$ cat config.mk
export PLATFORM = sky130hd
export DESIGN_NAME = maze_dfs_ctrl
export DESIGN_NICKNAME = d
export VERILOG_FILES = /design/src/rtl/maze_pkg.sv /design/src/rtl/maze_nbr_gen.sv /design/src/rtl/maze_dfs_ctrl.sv
export SDC_FILE = /design/constraint.sdc
export NUM_CORES = 1
export LEC_CHECK = 0
export CAP_MARGIN = 5
export CELL_PAD_IN_SITES_DETAIL_PLACEMENT = 1
export CELL_PAD_IN_SITES_GLOBAL_PLACEMENT = 1
export CORE_ASPECT_RATIO = 0.8
export CORE_MARGIN = 1.5
export CORE_UTILIZATION = 38
export CTS_BUF_LIST = sky130_fd_sc_hd__clkbuf_8
export DETAILED_ROUTE_END_ITERATION = 12
export GPL_TIMING_DRIVEN = 0
export PLACE_DENSITY = 0.95
export SYNTH_ARGS = -nofsm -noshare
export SYNTH_HDL_FRONTEND = slang
export SYNTH_SLANG_ARGS = --single-unit
export TNS_END_PERCENT = 30
$ cat constraint.sdc
create_clock -name clk -period 8.2 [get_ports clk]
set_input_delay 1.23 -clock clk [delete_from_list [all_inputs] [get_ports clk]]
set_output_delay 1.23 -clock clk [all_outputs]
set_load 0.01 [all_outputs]
$ cat src/rtl/maze_pkg.sv
// Shared types for the maze DFS controller: FSM states, directions, coordinates.
// REPLAY exists only when MAZE_DFS_REPLAY_EN is defined.
package maze_pkg;

    localparam int MAZE_W = 4;

    typedef enum logic [2:0] {
        IDLE,
        INIT,
        CHECK,
        MOVE,
        BACK,
        DONE,
        FAIL
`ifdef MAZE_DFS_REPLAY_EN
        ,
        REPLAY
`endif
    } state_t;

    localparam logic [1:0] DIR_R = 2'd0;
    localparam logic [1:0] DIR_D = 2'd1;
    localparam logic [1:0] DIR_L = 2'd2;
    localparam logic [1:0] DIR_U = 2'd3;

    typedef struct packed {
        logic [MAZE_W-1:0] x;
        logic [MAZE_W-1:0] y;
    } coord_t;

    typedef struct packed {
        coord_t c;
        logic   oor;
    } nbr_t;

    // Wrapped neighbour plus a flag for stepping off the grid edge.
    function automatic nbr_t next_coord(coord_t c, logic [1:0] dir);
        nbr_t r;
        r.c   = c;
        r.oor = 1'b0;
        case (dir)
            DIR_R: begin r.c.x = c.x + 1'b1; r.oor = &c.x;        end
            DIR_D: begin r.c.y = c.y + 1'b1; r.oor = &c.y;        end
            DIR_L: begin r.c.x = c.x - 1'b1; r.oor = (c.x == '0); end
            default: begin r.c.y = c.y - 1'b1; r.oor = (c.y == '0); end
        endcase
        return r;
    endfunction

endpackage

$ cat src/rtl/maze_nbr_gen.sv
// Combinational neighbour/range generator for the current cell and direction.
module maze_nbr_gen
    import maze_pkg::*;
#(
    parameter int W = MAZE_W
) (
    input  logic [W-1:0] curX,
    input  logic [W-1:0] curY,
    input  logic [1:0]   dir,
    output logic [W-1:0] nbrX,
    output logic [W-1:0] nbrY,
    output logic         oor
);

    coord_t c;
    nbr_t   n;

    assign c.x  = curX;
    assign c.y  = curY;
    assign n    = next_coord(c, dir);
    assign nbrX = n.c.x;
    assign nbrY = n.c.y;
    assign oor  = n.oor;

endmodule

$ cat src/rtl/maze_dfs_ctrl.sv
// Depth-first maze search sequencer driving maze RAM and the coordinate stack.
// Optional path replay after the goal is enabled by MAZE_DFS_REPLAY_EN.
module maze_dfs_ctrl
    import maze_pkg::*;
#(
    parameter int W           = MAZE_W,
    parameter int GOAL_X      = 15,
    parameter int GOAL_Y      = 15,
    parameter int STACK_DEPTH = 64
) (
    input  logic         clk,
    input  logic         rst,
    input  logic         start,
    output logic [W-1:0] rdX,
    output logic [W-1:0] rdY,
    input  logic         rdWall,
    output logic         wrEn,
    output logic [W-1:0] wrX,
    output logic [W-1:0] wrY,
    output logic         push,
    output logic         pop,
    output logic [W-1:0] xIn,
    output logic [W-1:0] yIn,
    input  logic [W-1:0] xOut,
    input  logic [W-1:0] yOut,
    input  logic         stackFail,
    output logic [W-1:0] curX,
    output logic [W-1:0] curY,
    output logic         busy,
    output logic         done,
    output logic         fail
`ifdef MAZE_DFS_REPLAY_EN
    ,
    output logic         pathValid,
    output logic [W-1:0] pathX,
    output logic [W-1:0] pathY
`endif
);

    localparam int            DW        = $clog2(STACK_DEPTH + 1);
    localparam logic [DW-1:0] DEPTH_MAX = DW'(STACK_DEPTH);
    localparam logic [W-1:0]  GX        = W'(GOAL_X);
    localparam logic [W-1:0]  GY        = W'(GOAL_Y);

    state_t        state, state_nx;
    logic [W-1:0]  cur_x_nx, cur_y_nx;
    logic [DW-1:0] depth, depth_nx;
    logic [1:0]    dir, dir_nx;
    logic [W-1:0]  nbr_x, nbr_y;
    logic          nbr_oor;
    logic          push_c, pop_c, wr_c;
    logic          at_goal;

    maze_nbr_gen #(.W(W)) u_nbr (
        .curX (curX),
        .curY (curY),
        .dir  (dir),
        .nbrX (nbr_x),
        .nbrY (nbr_y),
        .oor  (nbr_oor)
    );

    assign at_goal = (curX == GX) && (curY == GY);

    // Pulses are masked during reset so an aborted search never touches stack or RAM.
    assign push = push_c & ~rst;
    assign pop  = pop_c  & ~rst;
    assign wrEn = wr_c   & ~rst;

    always_ff @(posedge clk) begin
        if (rst) begin
            state <= IDLE;
            curX  <= '0;
            curY  <= '0;
            depth <= '0;
            dir   <= '0;
        end else begin
            state <= state_nx;
            curX  <= cur_x_nx;
            curY  <= cur_y_nx;
            depth <= depth_nx;
            dir   <= dir_nx;
        end
    end

    always_comb begin
        state_nx = state;
        cur_x_nx = curX;
        cur_y_nx = curY;
        depth_nx = depth;
        dir_nx   = dir;
        push_c   = 1'b0;
        pop_c    = 1'b0;
        wr_c     = 1'b0;
        wrX      = '0;
        wrY      = '0;
        xIn      = '0;
        yIn      = '0;
        rdX      = '0;
        rdY      = '0;
        busy     = 1'b0;
        done     = (state == DONE);
        fail     = (state == FAIL);
`ifdef MAZE_DFS_REPLAY_EN
        pathValid = 1'b0;
        pathX     = '0;
        pathY     = '0;
`endif
        case (state)
            IDLE, DONE, FAIL: begin
                if (start) state_nx = INIT;
            end
            INIT: begin
                busy     = 1'b1;
                wr_c     = 1'b1;
                cur_x_nx = '0;
                cur_y_nx = '0;
                depth_nx = '0;
                dir_nx   = DIR_R;
                state_nx = CHECK;
            end
            CHECK: begin
                busy = 1'b1;
                rdX  = nbr_x;
                rdY  = nbr_y;
                if (at_goal) begin
`ifdef MAZE_DFS_REPLAY_EN
                    state_nx = REPLAY;
`else
                    state_nx = DONE;
`endif
                end else if (!nbr_oor && !rdWall) begin
                    state_nx = MOVE;
                end else if (dir != DIR_U) begin
                    dir_nx = dir + 1'b1;
                end else begin
                    state_nx = BACK;
                end
            end
            MOVE: begin
                busy = 1'b1;
                if (depth == DEPTH_MAX) begin
                    state_nx = FAIL;
                end else begin
                    push_c   = 1'b1;
                    xIn      = curX;
                    yIn      = curY;
                    wr_c     = 1'b1;
                    wrX      = nbr_x;
                    wrY      = nbr_y;
                    cur_x_nx = nbr_x;
                    cur_y_nx = nbr_y;
                    depth_nx = depth + 1'b1;
                    dir_nx   = DIR_R;
                    state_nx = CHECK;
                end
            end
            BACK: begin
                busy = 1'b1;
                if (depth == '0) begin
                    state_nx = FAIL;
                end else begin
                    pop_c    = 1'b1;
                    cur_x_nx = xOut;
                    cur_y_nx = yOut;
                    depth_nx = depth - 1'b1;
                    dir_nx   = DIR_R;
                    state_nx = CHECK;
                end
            end
`ifdef MAZE_DFS_REPLAY_EN
            REPLAY: begin
                busy = 1'b1;
                if (depth == '0) begin
                    state_nx = DONE;
                end else begin
                    pop_c     = 1'b1;
                    pathValid = 1'b1;
                    pathX     = xOut;
                    pathY     = yOut;
                    depth_nx  = depth - 1'b1;
                end
            end
`endif
            default: state_nx = IDLE;
        endcase
        if (busy && stackFail) state_nx = FAIL;
    end

endmodule

==> impl_metrics.yaml, run 1 <==
run_status:
  status: "complete, no violations"
layout:
  final_cells: 368
  multi_input_area_mm2: 0.00137
  seqCellArea_um2: 400
  drive_gt1_frac: 0.0357
  nets: 339
  area_delta_synth_final_pct: 32.6
  fill_cells: 588
  final_area_mm2: 0.00247
  diodes: 0
yosys:
  async_reset_ff_frac: 0
  synth_largest_area_cell: "dfxtp_1"
  synth_cell_types: 49
  synth_flop_cell: "dfxtp_1"
  netlist.area_leader.share: 0.215
  yosys_warnings: 0
  syn_avg_cell_area_um2: 7.27
  synth_area_mm2: 0.00186
  syn_inst: 256
  synth_edf_count: 0
  yosysMostFrequentCell: "nor2_1"
  ys_ff_latch: 20
  synthTopCellsByArea: "dfxtp_1 (22%), nor2_1 (10%), ha_1 (8.7%), a21oi_1 (4.8%), nor3_1 (4.0%)"
  syn_nets: 285
  synthTopCellsByCount: "nor2_1 (50), dfxtp_1 (20), a21oi_1 (18), nand2_1 (18), nor3_1 (15)"
  yosysSeqAreaShare: 0.215
placed_design:
  dpl_cell_area_mm2: 0.00243
  hpwl_um: 4950
  port_buffers: 49
  gp_congestion: 0.826
  place_inst: 365
die:
  ioPinCount: 51
  dieHeight_um: 65.6
  die_w_um: 81.2
  die-area_mm2: 0.00533
  rows: 22
  coreArea_mm2: 0.00465
  start_util: 0.400
sta:
  slew_viol_final: 0
  tightest_slew_ns: 0.847
  fin_skew_ns: 0.00199
  min_period_ns: 4.59
  min_period_over_period: 0.560
  hold_viol_final: 0
  achievable-frequency_mhz: 218
  rsz0062_at_grt: "false"
  hold_ws_ns: 0.563
  max_slew_margin: 0.431
  setup_violations: 0
  tns_ns: 0
detailed_routing:
  via_per_inst: 5.86
  wl_per_cell_um: 17.6
  drt-total-wl_um: 6460
  antenna_left: 0
  drt_first_pass_iters: 4
  initialDrtViolationCount: 105
  num_vias: 2155
  drcViolationCount: 0
cts:
  root_buffer: "clkbuf_8"
  postCtsSetupBuffers: 0
  post_cts_resized: 0
  insertion_delay_ns: 0.26
  cts_tree: "done"
  clk_pin_slew_worst_paths_ns: 0.08
  clock_sinks: 20
  postCtsHoldBufs: 0
  cts_buffers: 3
  cts_max_level: 1
  cts_buffer_depth: 2
grt:
  grt_max_degree: 16
  grt_pass1_wl_um: 10400
  antenna_found_initial: 0
  first_global_vias: 2151
  gr-usage-all-layers: 0.253
  grt_remaining_overflow: 0
power:
  power_density_mw_per_mm2: 229
  power_frac_clock: 0.119
  p_int_mw: 0.288
  p_comb_frac: 0.640
  p_total_mw: 0.566
  power.leakage_nw: 0.953
  power.share.switching: 0.490
  worst_ir_drop_vdd_v: 0.000195
  power_switching_mw: 0.278
  p_seq_frac: 0.242
setup_path:
  end_kind: "output port"
  cp.required_ns: 6.97
  crit_arrival_ns: 3.36
  crit_type: "flip-flop to output port"
  cp-start-kind: "flip-flop"
  critical_path.max_fanout: 8
job:
  maxCapViolations: 0
min_path:
  hold_class: "flip-flop to flip-flop"
placed cells by master (no fill, tap or decap), drive strengths merged, types with 6 or more instances in the layout:
| cell | instances |
|---|---|
| nor2 | 51 |
| clkbuf | 13 |
| inv | 10 |
| ha | 13 |
| a21o | 6 |
| clkdlybuf4s50 | 49 |
| and2 | 6 |
| xnor2 | 8 |
| nand2 | 18 |
| a21oi | 18 |
| o21ai | 10 |
| a211oi | 8 |
| dfxtp | 20 |
| nor3 | 15 |
cell families (layout without fill, tap and decap cells):
logic type                 after synthesis  count (layout)  share of synthesized area
and+or+nand+nor                        112             112                      0.285
AOI/OAI and AO/OA                       69              69                      0.254
buffers and inverters                   23              75                     0.0484
DFF                                     20              20                      0.215
adders and majority gates               16              16                      0.120
xor gates and xnor gates                12              12                     0.0565
muxes                                    4               4                     0.0215
worst max-delay path, stage by stage, from the launching register on:
cell and delay, ns:
dfxtp_1 0.37, clkbuf_1 0.38, inv_1 0.17, ha_1 0.35, ha_1 0.31, a21o_1 0.17, a21oi_1 0.17, mux2i_1 0.35
xor2_1 0.14, nor2_1 0.12, clkdlybuf4s50_1 0.56
flip-flops by register name (all words and copies together), names as in the netlist:
name   count
depth      7
curX       4
curY       4
state      3
dir        2
path summary, 6_finish.rpt:
kind | slack, ns | start | to | cells after the start
worst min-delay path | 0.56 | depth[5] | depth[5] | 2
worst max-delay path | 3.61 | dir[0] | wrX[3] | 10
worst max register to register | 5.04 | state[1] | depth[6] | 12
worst min register to register | 0.56 | depth[5] | depth[5] | 2
through the flow:
stage          setup WS (ns)   util
2_1_floorplan           4.80      -
3_3_place_gp            4.00  0.522
3_5_place_dp            3.95  0.522
4_1_cts                 3.63  0.530
5_1_grt                 3.39  0.530
6_report                3.61  0.530
per-layer routing:
layer,vias to the layer above,track usage,routed length [µm]
met3,8,0.0500,411
met1,1051,0.326,2940
met5,-,0,0
li1,1020,-,-
met2,76,0.422,3020
met4,0,0.0797,92
power groups by stage:
stage | logic (mW) | clock network, mW | registers (mW)
floorplan | 0.233 | 0 | 0.135
global placement | 0.341 | 0 | 0.137
detailed placement | 0.355 | 0 | 0.139
CTS | 0.358 | 0.0682 | 0.137
global route | 0.395 | 0.0726 | 0.140
finish | 0.362 | 0.0671 | 0.137
area by class of cell:
type	count	area share
well taps	60	0.0304
repair buffers	49	0.199
inverters	10	0.0152
plain buffers	13	0.0213
clock buffers	3	0.0167
flip-flops and latches	20	0.162
multi-input cells	213	0.555
Power figures use the tool's default switching activity.
==> run 2: changes to the inputs <==
- CORE_UTILIZATION: 38 -> 35
- PLACE_DENSITY: 0.95 -> 0.89
- clock period: 8.2 -> 4.6 ns (I/O delays scaled with it)
==> run 2 against run 1 <==
Routed wire length increased by 2.8%. Sequential share of layout area decreased by 0.11 points. Worst setup slack got worse by 3.1 ns. Combinational power increased by 79%. Clock power increased by 120%. Count of clock-buffer cells in the layout increased by 1. Core utilization decreased by 4.0 points. Die area increased by 8.2%. Non-clock buffer count unchanged. Critical endpoint is now rdX[3]. Largest cell class unchanged.
==> impl_metrics.yaml, run 2 (synthesis gave the netlist of run 1 again) <==
detailed_routing:
  initialDrtViolationCount: 105
  wl_per_cell_um: 17.9
  drcViolationCount: 0
  num_vias: 2104
  antenna_left: 0
  drt-total-wl_um: 6640
  drt_first_pass_iters: 4
  via_per_inst: 5.67
cts:
  postCtsSetupBuffers: 0
  clock_sinks: 20
  post_cts_resized: 0
  root_buffer: "clkbuf_8"
  insertion_delay_ns: 0.27
  cts_buffers: 3
  postCtsHoldBufs: 0
  clk_pin_slew_worst_paths_ns: 0.08
  cts_tree: "done"
  cts_buffer_depth: 2
  cts_max_level: 1
sta:
  hold_ws_ns: 0.539
  min_period_ns: 4.06
  rsz0062_at_grt: "false"
  hold_viol_final: 0
  max_slew_margin: 0.389
  achievable-frequency_mhz: 246
  fin_skew_ns: 0.00286
  tightest_slew_ns: 0.909
  slew_viol_final: 0
  setup_violations: 0
  tns_ns: 0
  min_period_over_period: 0.882
die:
  start_util: 0.367
  dieHeight_um: 68.2
  die-area_mm2: 0.00576
  coreArea_mm2: 0.00506
  rows: 23
  die_w_um: 84.5
  ioPinCount: 51
grt:
  grt_remaining_overflow: 0
  antenna_found_initial: 0
  first_global_vias: 2159
  grt_pass1_wl_um: 10700
  grt_max_degree: 16
  gr-usage-all-layers: 0.237
layout:
  nets: 339
  area_delta_synth_final_pct: 33.5
  drive_gt1_frac: 0.0388
  largest_register_ffs: 7
  layout_commonest_cell: "nor2_1"
  regMostFlops: "depth"
  final_cells: 371
  final_area_mm2: 0.00248
  reg_top3: "depth (7), curX (4), curY (4)"
  diodes: 0
  final_cell_mix: "nor2_1 (50), clkdlybuf4s50_1 (49), dfxtp_1 (20), nand2_1 (18), a21oi_1 (18)"
min_path:
  hold_depth: 2
  hold_class: "flip-flop to flip-flop"
placed_design:
  hpwl_um: 5100
  dpl_cell_area_mm2: 0.00243
  place_inst: 367
  port_buffers: 49
  gp_congestion: 0.860
setup_path:
  cp-startpoint: "dir[0]"
  rr_endpoint: "depth[6]"
  timing.rr.start: "state[1]"
  cp.required_ns: 3.91
  rr_worst_depth: 12
  critical_path.max_fanout: 8
  rrSetupSlack_ns: 1.37
  cp-start-kind: "flip-flop"
  end_kind: "output port"
  crit_type: "flip-flop to output port"
  endpoint: "rdX[3]"
  crit_arrival_ns: 3.37
power:
  power.leakage_nw: 0.961
  power_density_mw_per_mm2: 418
  p_total_mw: 1.04
  worst_ir_drop_vdd_v: 0.000195
run_status:
  status: "complete, no violations"
job:
  maxCapViolations: 0
==> run 2: worst max-delay path, cell delays in order (launching register included) <==
cell and delay, ns:
dfxtp_1 0.40, clkbuf_1 0.36, inv_1 0.16, ha_1 0.35
ha_1 0.32, a21o_1 0.18, a21oi_1 0.19, mux2i_1 0.35
xor2_1 0.13, nor2_1 0.10, clkdlybuf4s50_1 0.56
==> run 2: routing by layer <==
metal | GRT usage | vias up | share of wire
met3 | 0.0265 | 5 | 0.030
met2 | 0.412 | 39 | 0.48
li1 | - | 1029 | -
met4 | 0.0403 | 0 | 0.0035
met5 | 0 | - | 0
met1 | 0.324 | 1031 | 0.48
==> run 2: worst min-delay path by stage <==
stage | end | from
after floorplan | depth[5] | depth[5]
after global placement | depth[5] | depth[5]
after detailed placement | depth[5] | depth[5]
after CTS | depth[5] | depth[5]
after global routing | depth[5] | depth[5]
final | depth[5] | depth[5]
==> run 2: layout make-up <==
| class | count | area (µm²) |
|---|---|---|
| fillers | 650 | 2580 |
| flip-flops and latches | 20 | 400 |
| well taps | 62 | 77.6 |
| plain buffers | 13 | 52.6 |
| clock buffers | 4 | 55.1 |
| inverters | 10 | 37.5 |
| repair buffers | 49 | 490 |
| multi-input cells | 213 | 1370 |
==> run 2: power by group <==
group | internal, mW | switching [mW] | leakage, nW | total (mW)
logic | 0.255 | 0.394 | 0.769 | 0.649
registers | 0.202 | 0.0424 | 0.163 | 0.244
clock network | 0.0765 | 0.0685 | 0.0288 | 0.145
total | 0.533 | 0.505 | 0.961 | 1.04
==> run 2: stage by stage <==
step,util,worst slack (ns)
after floorplan,-,1.74
after detailed placement,0.479,0.886
final,0.490,0.542
after global routing,0.490,0.366
after CTS,0.490,0.555
after global placement,0.479,0.986
==> run 3: changes to the inputs <==
- REMOVE_ABC_BUFFERS: unset -> 1
- SETUP_SLACK_MARGIN: unset -> 0.5
==> run 3 against run 2 <==
Power decreased by 5.3%. Core utilization decreased by 1.1 points. Register-to-register slack improved by 0.14 ns. Sequential power increased by 12%. Combinational power decreased by 9.7%. Count of clock-buffer cells in the layout decreased by 1. Sequential share of layout area increased by 0.37 points. Clock skew increased by 0.00093 ns. Routed wire length decreased by 5.0%.
==> impl_metrics.yaml, run 3 (synthesis gave the netlist of run 1 again) <==
sta:
  hold_viol_final: 0
  tns_ns: 0
  max_slew_margin: 0.258
  fin_skew_ns: 0.00379
  setup_violations: 0
  slew_viol_final: 0
  min_period_ns: 3.84
  achievable-frequency_mhz: 261
  rsz0062_at_grt: "false"
  min_period_over_period: 0.834
  tightest_slew_ns: 1.11
die:
  rows: 23
  dieHeight_um: 68.2
  start_util: 0.367
  die-area_mm2: 0.00576
  coreArea_mm2: 0.00506
  die_w_um: 84.5
  ioPinCount: 51
layout:
  drive_gt1_frac: 0.0270
  final_area_mm2: 0.00243
  diodes: 0
  final_cell_mix: "nor2_1 (50), clkdlybuf4s50_1 (50), dfxtp_1 (20), nand2_1 (18), a21oi_1 (18)"
  regMostFlops: "depth"
  nets: 327
  reg_top3: "depth (7), curX (4), curY (4)"
  area_delta_synth_final_pct: 30.5
  largest_register_ffs: 7
setup_path:
  crit_slowest_cell: "dfxtp_1"
  crit_arrival_ns: 3.15
  critical-path-max-stage-delay_ns: 0.58
  cp.required_ns: 3.91
  end_kind: "output port"
  crit_top_cell: "ha_1"
  crit_type: "flip-flop to output port"
  crit_buf_inv: 2
  cp-start-kind: "flip-flop"
  critical_path.max_fanout: 9
  crit_chain: "inv_1 -> ha_1 -> ha_1 -> a21o_1 -> a21oi_1 -> mux2i_1 -> xor2_1 -> nor2_1 -> clkdlybuf4s50_1"
  cpLargestDelayFamily: "buffers and inverters"
detailed_routing:
  initialDrtViolationCount: 59
  wl_per_cell_um: 17.6
  drt-total-wl_um: 6310
  drcViolationCount: 0
  num_vias: 2060
  drt_first_pass_iters: 4
  via_per_inst: 5.75
  antenna_left: 0
cts:
  root_buffer: "clkbuf_8"
  cts_max_level: 1
  cts_buffer_depth: 2
  insertion_delay_ns: 0.26
  post_cts_resized: 0
  cts_buffers: 3
  cts_tree: "done"
  postCtsSetupBuffers: 0
  postCtsHoldBufs: 0
  clk_pin_slew_worst_paths_ns: 0.08
  clock_sinks: 20
grt:
  antenna_found_initial: 0
  first_global_vias: 2145
  grt_remaining_overflow: 0
  grt_pass1_wl_um: 10800
  grt_max_degree: 28
  gr-usage-all-layers: 0.235
power:
  power.leakage_nw: 0.932
  worst_ir_drop_vdd_v: 0.000336
  p_total_mw: 0.983
  power_density_mw_per_mm2: 405
job:
  maxCapViolations: 0
placed_design:
  dpl_cell_area_mm2: 0.00239
  gp_congestion: 0.859
  hpwl_um: 4690
  port_buffers: 50
min_path:
  hold_class: "flip-flop to flip-flop"
run_status:
  status: "complete, no violations"
-- run 3: cell count changes in the layout (fill, tap and decap cells not counted) --
cell,before,now
clkbuf_1,10,0
clkbuf_8,4,3
clkdlybuf4s50_1,49,50
buf_2,3,0
-- run 3: layout make-up --
cell class | count | area (µm²)
clock buffers | 3 | 41.3
fillers | 624 | 2640
inverters | 10 | 37.5
multi-input cells | 213 | 1370
flip-flops and latches | 20 | 400
well taps | 62 | 77.6
repair buffers | 50 | 500
-- run 3: through the flow --
step	std cells	setup slack, ns	hold slack, ns	utilization
floorplan	243	1.86	0.488	-
global placement	355	0.844	0.509	0.471
detailed placement	355	0.845	0.541	0.471
CTS	358	0.763	0.555	0.479
global route	358	0.551	0.584	0.479
finish	358	0.764	0.559	0.479
-- run 3: path summary, 6_finish.rpt --
check                start        to  slack, ns  depth (start not counted)
setup / recovery    dir[0]    rdX[3]       0.76                          9
hold / removal    depth[2]  depth[2]       0.56                          2
setup reg to reg  state[1]  depth[6]       1.51                         10
hold reg to reg   depth[2]  depth[2]       0.56                          2
-- run 3: power breakdown --
group	internal, mW	total, mW	switching (mW)
logic	0.241	0.586	0.345
clock network	0.0586	0.123	0.0641
registers	0.202	0.274	0.0723
-- run 3: routing by layer --
layer	vias to the layer above	global-route usage	share of wire
li1	1001	-	-
met1	984	0.297	0.47
met2	67	0.429	0.46
met3	8	0.0386	0.055
met4	0	0.0484	0.013
met5	-	0	0
-- run 3: worst reg2reg max path: cells and delay by family (launching register included) --
kind | cells | cell delay, ns
buffers and inverters | 1 | 0.53
DFF | 1 | 0.44
xor gates and xnor gates | 1 | 0.16
and+or+nand+nor | 3 | 0.67
AOI/OAI and AO/OA | 4 | 0.73
adders and majority gates | 1 | 0.41
